**src/rtl/gf180mcu_fd_sc_mcu9t5v0__scan_ctrl.sv**
```systemverilog
`default_nettype none
// ============================================================================
// Module  : gf180mcu_fd_sc_mcu9t5v0__scan_ctrl
// Brief   : Mux-D scan-chain driver: load pattern, capture, unload, compare.
// Revision: 1.0
// ============================================================================
module gf180mcu_fd_sc_mcu9t5v0__scan_ctrl #(
  parameter int CHAIN_LEN   = 8,
  parameter int CAPTURE_CYC = 1
) (
  input  logic                 CLK,
  input  logic                 RN,
  input  logic                 START,
  input  logic [CHAIN_LEN-1:0] PAT_IN,
  input  logic [CHAIN_LEN-1:0] EXP_IN,
  input  logic                 SO,
  output logic                 SE,
  output logic                 SI,
  output logic                 BUSY,
  output logic                 DONE,
  output logic [CHAIN_LEN-1:0] RESP,
  output logic                 MISMATCH
);

  localparam int c_CW = $clog2(CHAIN_LEN + 1);
  localparam logic [c_CW-1:0] c_SHIFT_LAST = c_CW'(CHAIN_LEN - 1);
  localparam logic [c_CW-1:0] c_CAP_LAST   = c_CW'(CAPTURE_CYC - 1);
  localparam logic [c_CW-1:0] c_CNT_ONE    = c_CW'(1);

  localparam logic [2:0] c_IDLE      = 3'd0;
  localparam logic [2:0] c_SHIFT_IN  = 3'd1;
  localparam logic [2:0] c_CAPTURE   = 3'd2;
  localparam logic [2:0] c_SHIFT_OUT = 3'd3;
  localparam logic [2:0] c_FIN       = 3'd4;

  logic [2:0]           r_state;
  logic [2:0]           w_next;
  logic [c_CW-1:0]      r_cnt;
  logic [CHAIN_LEN-1:0] r_pat;
  logic [CHAIN_LEN-1:0] r_exp;
  logic [CHAIN_LEN-2:0] r_sr;
  logic [CHAIN_LEN-1:0] w_sr_next;
  logic                 r_se;
  logic                 r_si;
  logic [CHAIN_LEN-1:0] r_resp;
  logic                 r_mis;
  logic                 w_last_shift;
  logic                 w_last_cap;

  assign w_last_shift = (r_cnt == c_SHIFT_LAST);
  assign w_last_cap   = (r_cnt == c_CAP_LAST);
  // Pre-edge SO completes the response word, MSB first.
  assign w_sr_next    = {r_sr, SO};

  always_ff @(posedge CLK) begin
    if (!RN) r_state <= c_IDLE;
    else     r_state <= w_next;
  end

  always_comb begin
    w_next = r_state;
    case (r_state)
      c_IDLE, c_FIN: w_next = START ? c_SHIFT_IN : c_IDLE;
      c_SHIFT_IN:    if (w_last_shift) w_next = c_CAPTURE;
      c_CAPTURE:     if (w_last_cap)   w_next = c_SHIFT_OUT;
      c_SHIFT_OUT:   if (w_last_shift) w_next = c_FIN;
      default:       w_next = c_IDLE;
    endcase
  end

  always_ff @(posedge CLK) begin
    if (!RN) begin
      r_cnt  <= '0;
      r_pat  <= '0;
      r_exp  <= '0;
      r_sr   <= '0;
      r_se   <= 1'b0;
      r_si   <= 1'b0;
      r_resp <= '0;
      r_mis  <= 1'b0;
    end else begin
      case (r_state)
        c_IDLE, c_FIN: begin
          r_se <= 1'b0;
          r_si <= 1'b0;
          if (START) begin
            // r_pat keeps the bits still to be presented, next one at the MSB.
            r_pat <= {PAT_IN[CHAIN_LEN-2:0], 1'b0};
            r_exp <= EXP_IN;
            r_cnt <= '0;
            r_se  <= 1'b1;
            r_si  <= PAT_IN[CHAIN_LEN-1];
            r_mis <= 1'b0;
          end
        end
        c_SHIFT_IN: begin
          if (w_last_shift) begin
            r_se  <= 1'b0;
            r_si  <= 1'b0;
            r_cnt <= '0;
          end else begin
            r_si  <= r_pat[CHAIN_LEN-1];
            r_pat <= {r_pat[CHAIN_LEN-2:0], 1'b0};
            r_cnt <= r_cnt + c_CNT_ONE;
          end
        end
        c_CAPTURE: begin
          if (w_last_cap) begin
            r_se  <= 1'b1;
            r_si  <= 1'b0;
            r_cnt <= '0;
          end else begin
            r_cnt <= r_cnt + c_CNT_ONE;
          end
        end
        c_SHIFT_OUT: begin
          r_sr <= w_sr_next[CHAIN_LEN-2:0];
          if (w_last_shift) begin
            r_se   <= 1'b0;
            r_resp <= w_sr_next;
            r_mis  <= (w_sr_next != r_exp);
            r_cnt  <= '0;
          end else begin
            r_cnt <= r_cnt + c_CNT_ONE;
          end
        end
        default: begin
          r_se <= 1'b0;
          r_si <= 1'b0;
        end
      endcase
    end
  end

  always_comb begin
    BUSY = (r_state == c_SHIFT_IN) || (r_state == c_CAPTURE) ||
           (r_state == c_SHIFT_OUT);
    DONE = (r_state == c_FIN);
  end

  assign SE       = r_se;
  assign SI       = r_si;
  assign RESP     = r_resp;
  assign MISMATCH = r_mis;

endmodule
`default_nettype wire
```
**config.mk**
```make
export PLATFORM = sky130hd
export DESIGN_NAME = gf180mcu_fd_sc_mcu9t5v0__scan_ctrl
export DESIGN_NICKNAME = d
export VERILOG_FILES = /design/src/rtl/gf180mcu_fd_sc_mcu9t5v0__scan_ctrl.sv
export SDC_FILE = /design/constraint.sdc
export NUM_CORES = 1
export LEC_CHECK = 0
export BUFFER_PORTS_ARGS = -buffer_cell sky130_fd_sc_hd__buf_2
export CORE_UTILIZATION = 58
export CTS_CLUSTER_DIAMETER = 120
export DETAILED_ROUTE_END_ITERATION = 8
export MAX_ROUTING_LAYER = met4
export PLACE_DENSITY = 0.94
export SLEW_MARGIN = 10
export SYNTH_ARGS = -nofsm -noshare
export SYNTH_HDL_FRONTEND = slang
export SYNTH_SLANG_ARGS = --single-unit
```
**constraint.sdc**
```tcl
create_clock -name CLK -period 3.15 [get_ports CLK]
set_input_delay 0.315 -clock CLK [delete_from_list [all_inputs] [get_ports CLK]]
set_output_delay 0.315 -clock CLK [all_outputs]
set_load 0.01 [all_outputs]
```
==> run metrics <==
status completed; Leakage Power 0.000762 uW; Synth cell types 37; hold buffer count at cts 0; n_diodes 0; global-route wire length before repair 6000 um; Synth Cell Area 1780 um^2; sequential power share 59.5%; RSZ-0062 raised after global routing false; Initial Utilization 62.8%; hold path start PAT_IN[0]; Sw Share 25.1%; Core ar. 2830 um^2; Synth Net Count 239; Max H-tree Level 2; Worst Path Required 3.36 ns; ANT nets after route 0; hold path endpoint r_pat[1]; setup_tns 0 ns; WHS Path Cells 3; sw power 228 uW; cts bufs inserted 5; Longest Clk Path Bufs 2; Avg Cell Area, Syn 8.19 um^2; CP peak stage delay 0.70 ns; Arr. time, crit path 2.26 ns; Crit Reg-Reg Startpoint r_state[1]; leading area contributor after synthesis dfxtp_1; clock root cell clkbuf_4; Crit Path Max Fanout 18; most frequent cells in the layout nand2_1, dfxtp_1, buf_2, a21oi_1; achievable frequency 488 MHz; share of cells above drive strength 1 20.1%; Ports 33; vias 1523; PostCTS Resize Cnt 0; routed len/inst 12.8 um; Die Wd 57.3 um; commonest non-fill, non-tap cell in the layout nand2_1; Synth area leaders dfxtp_1, nand2_1, a21oi_1, o21ai_0, a311oi_2; HPWL after DPL 2540 um; die area 3290 um^2; Total GRT Usage 25.0%; NumNets Final 265; DR DRC count 0; Max-Cap Viols 0; Post-Route Utilization 69.3%; Ys Warns 0; DRT Pass-1 Iters 4; Pint 683 uW; final worst-path cycle share 65.1%; largest net degree at the start of global routing 30; Hold Path Class in -> reg; routed vias/inst 5.54; most common flop cell mapped by yosys dfxtp_1; Fin Clk Skew 0.00776 ns; drt initial violations 67; min Tclk post-route 2.05 ns; #FFs+latches synth 40; Clock Sink Count 40; setup bufs post-CTS 0; Comb power frac 11.7%; Clock Latency Late Sink 0.33 ns; Clock transition at path regs 0.11 ns; critical path endpoint category flop; top-area cell type share of the netlist area 45.1%; GR Overflow Total 0; final hold violation count 0; gpl congestion 0.859; crit path kind reg -> reg; Mapped Cells 217; R2R depth 4; CTS tree built; Area Growth Syn to Fin 10.3%; Clock power frac 28.8%; VDD IR max 0.314 mV; max-slew violations 0; vias in the first global route 1340; Worst Max-Slew Pin Slew 0.937 ns; Post-synth EDFFs 0; Final setup violation count 0; slowest stage cell on the critical path dfxtp_1; fraction of registers with async set/reset 0%; standard-cell rows 19; power density cells 465 nW/um^2; die extent in y 57.3 um; worst-path cell chain and3b_1 -> nand2_1 -> nor4_1 -> a221oi_1; initial antenna violation count 0; port bufs 32; critical path startpoint category flop; sequential element share of the synthesized area 45.1%; R2R Setup Slk 1.10 ns; Rel. slew slack 37.5%; Crit Reg-Reg Endpoint MISMATCH; final wirelength 3520 um
-- stage by stage --
stage / area, um^2 / instances / total power, uW / setup slack (ns) / hold WS, ns
after floorplan: 1780 / 217 / 635 / 1.55 / 0.436
after global placement: 1900 / 267 / 656 / 1.24 / 0.443
after detailed placement: 1900 / 267 / 660 / 1.16 / 0.444
after CTS: 1960 / 275 / 916 / 1.10 / 0.190
after global routing: 1960 / 275 / 961 / 0.852 / 0.175
final: 1960 / 275 / 911 / 1.10 / 0.196
-- Yosys cell counts, drive strengths merged (3+ instances only) --
cell / count
nand2: 60
dfxtp: 40
a21oi: 26
nor2: 14
o21ai: 11
clkbuf: 8
buf: 7
a311oi: 6
xor2: 5
inv: 4
nand3: 4
xnor2: 4
nor3: 3
-- worst max-delay path, delay by kind of cell (launching register included) --
| family | cells | cell delay (ns) |
|---|---|---|
| DFF | 1 | 0.70 |
| AOI/OAI and AO/OA | 1 | 0.12 |
| and+or+nand+nor | 3 | 1.10 |
-- routing by layer --
layer	GRT usage, %	wire, um	vias to the layer above	share of wire [%]
met2	35.4	1630	41	46
met1	32.5	1680	682	48
li1	-	-	792	-
met3	8.62	151	8	4.3
met5	-	0	-	0
met4	10.1	64	0	1.8
-- sequential cells by signal (all words and copies together) (netlist names) --
name / flops
MISMATCH: 1
RESP: 8
SE: 1
SI: 1
r_cnt: 4
r_exp: 8
r_pat: 7
r_sr: 7
r_state: 3
-- worst max path at each step --
stage               startpoint  endpoint  slack [ns]
finish              r_state[1]  MISMATCH        1.10
global route        r_state[1]  MISMATCH        0.85
CTS                 r_state[1]  MISMATCH        1.10
detailed placement  r_state[1]  MISMATCH        1.16
global placement    r_state[1]  MISMATCH        1.24
floorplan             r_cnt[0]  r_pat[4]        1.55
-- cell type report --
class | instances | area [um^2]
clock buffer | 8 | 58.8
fill | 237 | 870
inverter | 4 | 15.0
multi-input combinational | 158 | 871
sequential | 40 | 801
tap | 31 | 38.8
timing repair buffer | 34 | 175
-- power by group through the flow --
| stage | registers [uW] | logic [uW] | clock network (uW) |
|---|---|---|---|
| after floorplan | 549 | 85.5 | 0 |
| after global placement | 553 | 103 | 0 |
| after detailed placement | 553 | 107 | 0 |
| after CTS | 542 | 107 | 267 |
| after global routing | 545 | 119 | 297 |
| final | 542 | 107 | 262 |
-- logic make-up (layout without fill, tap and decap cells) --
logic type	Yosys count	after routing	share of synthesized area, %
compound gates	51	51	18.6
buf+inv	19	46	5.91
simple gates	95	95	24.0
fa+ha+maj	2	2	1.41
mux	1	1	0.563
flops	40	40	45.1
xor+xnor	9	9	4.44
Note: power is estimated with default switching activity, not from simulation.
